File: src/rtl/array_result_serializer_pkg.sv
// Shared constants and helpers for the array result serializer.
// Holds the byte-count calculations, the FSM state encoding and the
// cell-index flattening convention used by the array processor.
package array_result_serializer_pkg;

   // FSM state encoding
   localparam logic [0:0] ST_IDLE = 1'b0;
   localparam logic [0:0] ST_SEND = 1'b1;

   // Bytes per cell after zero-extension to a whole number of bytes
   function automatic int unsigned cell_bytes(input int unsigned cell_width);
      return (cell_width + 7) / 8;
   endfunction

   // Bytes per frame
   function automatic int unsigned total_bytes(input int unsigned height,
                                               input int unsigned width,
                                               input int unsigned cell_width);
      return height * width * cell_bytes(cell_width);
   endfunction

   // Flattened cell index: cell k = row*width + col
   function automatic int unsigned cell_index(input int unsigned row,
                                              input int unsigned col,
                                              input int unsigned width);
      return row * width + col;
   endfunction

   // Counter width with a floor of one bit
   function automatic int unsigned clog2_min1(input int unsigned n);
      return (n > 1) ? $clog2(n) : 1;
   endfunction

endpackage

File: src/rtl/array_result_serializer.sv
// Captures one flattened result array and emits it as a byte stream.
// Cells go out in increasing flattened index, most-significant byte first.
// Ports:
//   clock, reset        - clock, asynchronous active-high reset
//   enable              - global stall; low freezes all state
//   in_data/in_valid/in_ready/in_last - frame capture handshake
//   out_data/out_valid/out_ready/out_last - byte stream handshake
module array_result_serializer
   import array_result_serializer_pkg::*;
#(
   parameter int unsigned ARRAY_HEIGHT = 4,
   parameter int unsigned ARRAY_WIDTH  = 8,
   parameter int unsigned CELL_WIDTH   = 16
) (
   input  logic                                        clock,
   input  logic                                        reset,
   input  logic                                        enable,
   input  logic [ARRAY_WIDTH*ARRAY_HEIGHT*CELL_WIDTH-1:0] in_data,
   input  logic                                        in_valid,
   output logic                                        in_ready,
   input  logic                                        in_last,
   output logic [7:0]                                  out_data,
   output logic                                        out_valid,
   input  logic                                        out_ready,
   output logic                                        out_last
);

   localparam int unsigned CELL_BYTES  = cell_bytes(CELL_WIDTH);
   localparam int unsigned TOTAL_BYTES = total_bytes(ARRAY_HEIGHT, ARRAY_WIDTH, CELL_WIDTH);
   localparam int unsigned IDX_W       = clog2_min1(TOTAL_BYTES);
   localparam int unsigned EXT_W       = CELL_BYTES * 8;

   logic [0:0]       state_q;
   logic [0:0]       state_d;
   logic [IDX_W-1:0] index_q;
   logic [IDX_W-1:0] index_d;
   logic             last_flag_q;
   logic             capture;
   logic             at_end;
   logic [7:0]       frame_q       [TOTAL_BYTES];
   logic [7:0]       capture_bytes [TOTAL_BYTES];

   // Reorder the input array into transmit order: byte i of the frame is
   // stored at slot i, so the output side is a plain indexed read.
   for (genvar r = 0; r < ARRAY_HEIGHT; r++) begin : g_row
      for (genvar c = 0; c < ARRAY_WIDTH; c++) begin : g_col
         localparam int unsigned K = cell_index(r, c, ARRAY_WIDTH);
         logic [EXT_W-1:0] cell_ext;
         assign cell_ext = EXT_W'(in_data[K*CELL_WIDTH +: CELL_WIDTH]);
         for (genvar b = 0; b < CELL_BYTES; b++) begin : g_byte
            assign capture_bytes[K*CELL_BYTES + b] = cell_ext[(CELL_BYTES-1-b)*8 +: 8];
         end
      end
   end

   assign at_end = (index_q == IDX_W'(TOTAL_BYTES - 1));

   // Next-state and control
   always_comb begin
      state_d = state_q;
      index_d = index_q;
      capture = 1'b0;
      case (state_q)
         ST_IDLE: begin
            if (enable && in_valid) begin
               capture = 1'b1;
               index_d = '0;
               state_d = ST_SEND;
            end
         end
         ST_SEND: begin
            if (enable && out_ready) begin
               if (at_end) begin
                  index_d = '0;
                  state_d = ST_IDLE;
               end else begin
                  index_d = index_q + IDX_W'(1);
               end
            end
         end
         default: state_d = ST_IDLE;
      endcase
   end

   // State and index registers
   always_ff @(posedge clock or posedge reset) begin
      if (reset) begin
         state_q <= ST_IDLE;
         index_q <= '0;
      end else if (enable) begin
         state_q <= state_d;
         index_q <= index_d;
      end
   end

   // Frame buffer and last flag, loaded only on the capture handshake
   always_ff @(posedge clock or posedge reset) begin
      if (reset) begin
         frame_q     <= '{default: 8'h00};
         last_flag_q <= 1'b0;
      end else if (capture) begin
         frame_q     <= capture_bytes;
         last_flag_q <= in_last;
      end
   end

   // Handshake outputs decode directly from state so reset clears them at once
   assign in_ready  = (state_q == ST_IDLE) && enable && !reset;
   assign out_valid = (state_q == ST_SEND) && enable;
   assign out_data  = (state_q == ST_SEND) ? frame_q[index_q] : 8'h00;
   assign out_last  = (state_q == ST_SEND) && last_flag_q && at_end;

endmodule

File: config.mk
export PLATFORM = sky130hd
export DESIGN_NAME = array_result_serializer
export DESIGN_NICKNAME = d
export VERILOG_FILES = /design/src/rtl/array_result_serializer_pkg.sv /design/src/rtl/array_result_serializer.sv
export SDC_FILE = /design/constraint.sdc
export NUM_CORES = 1
export LEC_CHECK = 0
export CAP_MARGIN = 20
export CORE_MARGIN = 3
export CORE_UTILIZATION = 46
export DETAILED_ROUTE_END_ITERATION = 10
export HOLD_SLACK_MARGIN = 0.08
export PLACE_DENSITY = 0.77
export SLEW_MARGIN = 15
export SYNTH_ARGS = -nofsm -noshare
export SYNTH_HDL_FRONTEND = slang
export SYNTH_SLANG_ARGS = --single-unit
File: constraint.sdc
create_clock -name clock -period 17.2 [get_ports clock]
set_input_delay 1.72 -clock clock [delete_from_list [all_inputs] [get_ports clock]]
set_output_delay 1.72 -clock clock [all_outputs]
set_load 0.02 [all_outputs]
==> impl_metrics.xml <==
<?xml version="1.0" encoding="UTF-8"?>
<metrics>
  <group name="sta">
    <metric name="fin_crit_sh" unit="%">36.2</metric>
    <metric name="timing_worst_slew_pin_value" unit="ns">1.13</metric>
    <metric name="report.final.setup_viol" unit="">0</metric>
    <metric name="rsz_0062_raised_after_global_routing" unit="">false</metric>
    <metric name="relSlewSlack" unit="%">24.8</metric>
    <metric name="post-route-worst-setup-slack" unit="ns">10.97</metric>
    <metric name="hold_violations" unit="">0</metric>
    <metric name="final.min_clock_period" unit="ns">6.23</metric>
    <metric name="finalMaxSlewViolations" unit="">0</metric>
    <metric name="achievable-frequency" unit="MHz">161</metric>
    <metric name="setup_total_negative_slack" unit="ns">0</metric>
    <metric name="worst_clock_skew" unit="ns">0.0219</metric>
  </group>
  <group name="place">
    <metric name="gp_congestion" unit="">0.841</metric>
    <metric name="portBuffers" unit="">528</metric>
    <metric name="placement.setup.worst_slack" unit="ns">11.39</metric>
    <metric name="hpwlAfterDp" unit="µm">50400</metric>
    <metric name="placedInstanceArea" unit="mm²">0.0292</metric>
  </group>
  <group name="synthesis">
    <metric name="synth_top_cells_by_count" unit="">sky130_fd_sc_hd__mux2_2, sky130_fd_sc_hd__dfrtp_1, sky130_fd_sc_hd__mux4_2, sky130_fd_sc_hd__buf_2, sky130_fd_sc_hd__mux2i_1</metric>
    <metric name="asyncSetResetFlopFracSynth" unit="%">100</metric>
    <metric name="post_synth.cell_area_avg" unit="µm²">15.9</metric>
    <metric name="synth_cells" unit="">1482</metric>
    <metric name="post_synth_num_cell_types" unit="">34</metric>
    <metric name="synth_flop_cell" unit="">sky130_fd_sc_hd__dfrtp_1</metric>
    <metric name="synth_top_area_share" unit="%">55.3</metric>
    <metric name="yosys-top-cells-area" unit="">sky130_fd_sc_hd__dfrtp_1, sky130_fd_sc_hd__mux2_2, sky130_fd_sc_hd__mux4_2, sky130_fd_sc_hd__mux2i_1, sky130_fd_sc_hd__buf_2</metric>
    <metric name="syn_area" unit="mm²">0.0235</metric>
    <metric name="synthDominantAreaCellType" unit="">sky130_fd_sc_hd__dfrtp_1</metric>
    <metric name="synth-edff-count" unit="">0</metric>
    <metric name="yosysWarningCount" unit="">0</metric>
    <metric name="synth_fp_nets" unit="">2001</metric>
    <metric name="most_repeated_cell_in_the_gate_level_netlist_after_synthesis" unit="">sky130_fd_sc_hd__mux2_2</metric>
    <metric name="yosys_register_bits" unit="">520</metric>
    <metric name="synth_sequential_area_ratio" unit="%">55.3</metric>
  </group>
  <group name="run">
    <metric name="drv_cap" unit="">0</metric>
  </group>
  <group name="pwr">
    <metric name="power_per_cell_area" unit="mW/mm²">160</metric>
    <metric name="power.leakage" unit="nW">12.7</metric>
    <metric name="vdd_ir_drop_max" unit="mV">0.0814</metric>
  </group>
  <group name="floorplanning">
    <metric name="die_width" unit="µm">232</metric>
    <metric name="die-area" unit="mm²">0.0539</metric>
    <metric name="core_area" unit="mm²">0.0504</metric>
    <metric name="die_h" unit="µm">232</metric>
    <metric name="placementRows" unit="">82</metric>
    <metric name="pin_count" unit="">529</metric>
    <metric name="initial_core_util" unit="%">46.7</metric>
  </group>
  <group name="clocking">
    <metric name="cts_made_buffers" unit="">54</metric>
    <metric name="cts.reportedPaths.clkPinSlew" unit="ns">0.06</metric>
    <metric name="clock_sinks" unit="">520</metric>
    <metric name="cts_hold_repair.buffers" unit="">0</metric>
    <metric name="cts_root_buffer" unit="">sky130_fd_sc_hd__clkbuf_16</metric>
    <metric name="post_cts.repair.setup_buffers" unit="">0</metric>
    <metric name="clock_tree.buffer_depth" unit="">3</metric>
    <metric name="cts.htree.levels" unit="">2</metric>
    <metric name="cts.repair.resized" unit="">0</metric>
    <metric name="cts_tree" unit="">built</metric>
    <metric name="clock_insertion_delay_worst_skew" unit="ns">0.59</metric>
  </group>
  <group name="detailed_routing">
    <metric name="detail_route.wl_per_cell" unit="µm">25.2</metric>
    <metric name="drt_first_iter_violations" unit="">1007</metric>
    <metric name="antenna_violating_nets_post_route" unit="">0</metric>
    <metric name="remaining_drc_errors" unit="">0</metric>
    <metric name="route.vias.total" unit="">14900</metric>
    <metric name="routed_wl" unit="µm">68600</metric>
    <metric name="detail_route.first_pass.iterations" unit="">4</metric>
    <metric name="routed_via_density" unit="">5.47</metric>
  </group>
  <group name="worst_setup_path">
    <metric name="worstSetupStartpoint" unit="">index_q[1]</metric>
    <metric name="crit_fanout" unit="">52</metric>
    <metric name="critPathMaxStageDelay" unit="ns">0.91</metric>
    <metric name="critical_path_class" unit="">flop to primary output</metric>
    <metric name="worstReg2RegEnd" unit="">frame_q[176]</metric>
    <metric name="worstReg2RegStart" unit="">state_q</metric>
    <metric name="worstRegToRegCells" unit="">4</metric>
    <metric name="register_to_register_setup_slack" unit="ns">14.31</metric>
    <metric name="crit_path_top_delay_cell" unit="">sky130_fd_sc_hd__dfrtp_4</metric>
    <metric name="worst_setup_path_end_kind" unit="">primary output</metric>
    <metric name="cp_cell_sequence" unit="">buf_4, mux4_2, mux2i_1, a221oi_1, a21oi_1, a41oi_1, clkdlybuf4s50_1</metric>
    <metric name="setup.worst_path.end" unit="">out_data[4]</metric>
    <metric name="crit_required" unit="ns">15.48</metric>
    <metric name="crit_arrival" unit="ns">4.51</metric>
    <metric name="critPathLaunchType" unit="">flop</metric>
  </group>
  <group name="cells_and_area">
    <metric name="flow.area_growth_from_synthesis" unit="%">32.0</metric>
    <metric name="postLayoutCellArea" unit="mm²">0.0311</metric>
    <metric name="drive_above_1_share" unit="%">37.3</metric>
    <metric name="finish.net_count" unit="">2500</metric>
  </group>
  <group name="status">
    <metric name="run_status" unit="">finished, final reports clean</metric>
  </group>
  <group name="global_routing">
    <metric name="track_usage" unit="%">25.2</metric>
    <metric name="grt_pass1_vias" unit="">16300</metric>
    <metric name="grt_max_degree" unit="">191</metric>
    <metric name="antenna_found_initial" unit="">30</metric>
    <metric name="globalRoute.totalOverflow" unit="">0</metric>
    <metric name="grt_pass1_wl" unit="µm">101000</metric>
  </group>
  <group name="hold_path">
    <metric name="hold_path.class" unit="">flop to flop</metric>
  </group>
</metrics>
## worst min-delay path by stage
| stage | cells after the start | to | startpoint |
|---|---|---|---|
| 3_3_place_gp | 1 | frame_q[160] | frame_q[160] |
| 2_1_floorplan | 1 | frame_q[104] | frame_q[104] |
| 3_5_place_dp | 1 | frame_q[342] | frame_q[342] |
| 5_1_grt | 1 | frame_q[37] | frame_q[37] |
| 6_report | 1 | frame_q[478] | frame_q[478] |
| 4_1_cts | 1 | frame_q[342] | frame_q[342] |
## registers in the layout (all words and copies together) (netlist names)
| register | flops |
|---|---|
| frame_q | 512 |
| index_q | 6 |
| last_flag_q | 1 |
| state_q | 1 |
## worst max-delay path, delay by kind of cell (launching register included)
| family | cells | cell delay [ns] |
|---|---|---|
| buf+inv | 2 | 1.48 |
| compound gates | 3 | 0.99 |
| mux | 2 | 0.44 |
| flops | 1 | 0.91 |
## cell usage in the layout, fill, tap and decap left out, types with 8 or more instances in the layout
master | netlist | layout
sky130_fd_sc_hd__mux2i_1 | 45 | 45
sky130_fd_sc_hd__clkbuf_8 | 0 | 8
sky130_fd_sc_hd__clkdlybuf4s50_1 | 0 | 528
sky130_fd_sc_hd__nand3_1 | 17 | 16
sky130_fd_sc_hd__nand2_1 | 44 | 44
sky130_fd_sc_hd__diode_2 | 0 | 21
sky130_fd_sc_hd__clkinv_2 | 0 | 20
sky130_fd_sc_hd__mux4_2 | 114 | 114
sky130_fd_sc_hd__nor2_1 | 10 | 10
sky130_fd_sc_hd__o21ai_0 | 9 | 9
sky130_fd_sc_hd__mux2_2 | 522 | 522
sky130_fd_sc_hd__a22oi_1 | 16 | 16
sky130_fd_sc_hd__clkbuf_16 | 0 | 55
sky130_fd_sc_hd__o22ai_1 | 14 | 14
sky130_fd_sc_hd__clkbuf_1 | 12 | 11
sky130_fd_sc_hd__a21oi_1 | 11 | 11
sky130_fd_sc_hd__dfrtp_1 | 520 | 517
sky130_fd_sc_hd__buf_4 | 12 | 14
## layout make-up
type                            count  area (µm²)
Sequential cell                   520       13000
Timing Repair Buffer              546        5480
Tap cell                          672         841
Clock buffer                       74        1530
Antenna cell                       21        52.6
Multi-Input combinational cell    856        9900
Fill cell                        3788       19300
Inverter                            3        18.8
Clock inverter                     25         208
## where the power goes
part | switching (mW) | internal, mW
clock network | 0.481 | 0.665
registers | 0.359 | 1.76
logic | 0.673 | 1.03
## stage by stage
| stage | util, % | cells | power (mW) | hold slack (ns) |
|---|---|---|---|---|
| 6_report | 61.6 | 2717 | 4.97 | 0.500 |
| 2_1_floorplan | - | 1482 | 3.26 | 0.474 |
| 3_5_place_dp | 58.0 | 2594 | 3.86 | 0.488 |
| 3_3_place_gp | 58.0 | 2594 | 3.79 | 0.481 |
| 4_1_cts | 61.4 | 2693 | 5.02 | 0.501 |
| 5_1_grt | 61.6 | 2707 | 5.24 | 0.508 |
## routing by layer
metal | vias to the layer above | track usage (%) | routed length, µm
met5 | - | 0 | 114
met4 | 18 | 7.36 | 1630
met3 | 108 | 7.73 | 5390
met2 | 458 | 43.9 | 35200
met1 | 7685 | 30.1 | 26300
li1 | 6583 | - | -
## cell families after synthesis
logic type,count (synthesis),synth area share [%]
simple gates,95,1.85
flops,520,55.3
mux,681,37.8
buf+inv,106,2.63
compound gates,79,2.32
fa+ha+maj,1,0.0532
Power figures use the tool's default switching activity.
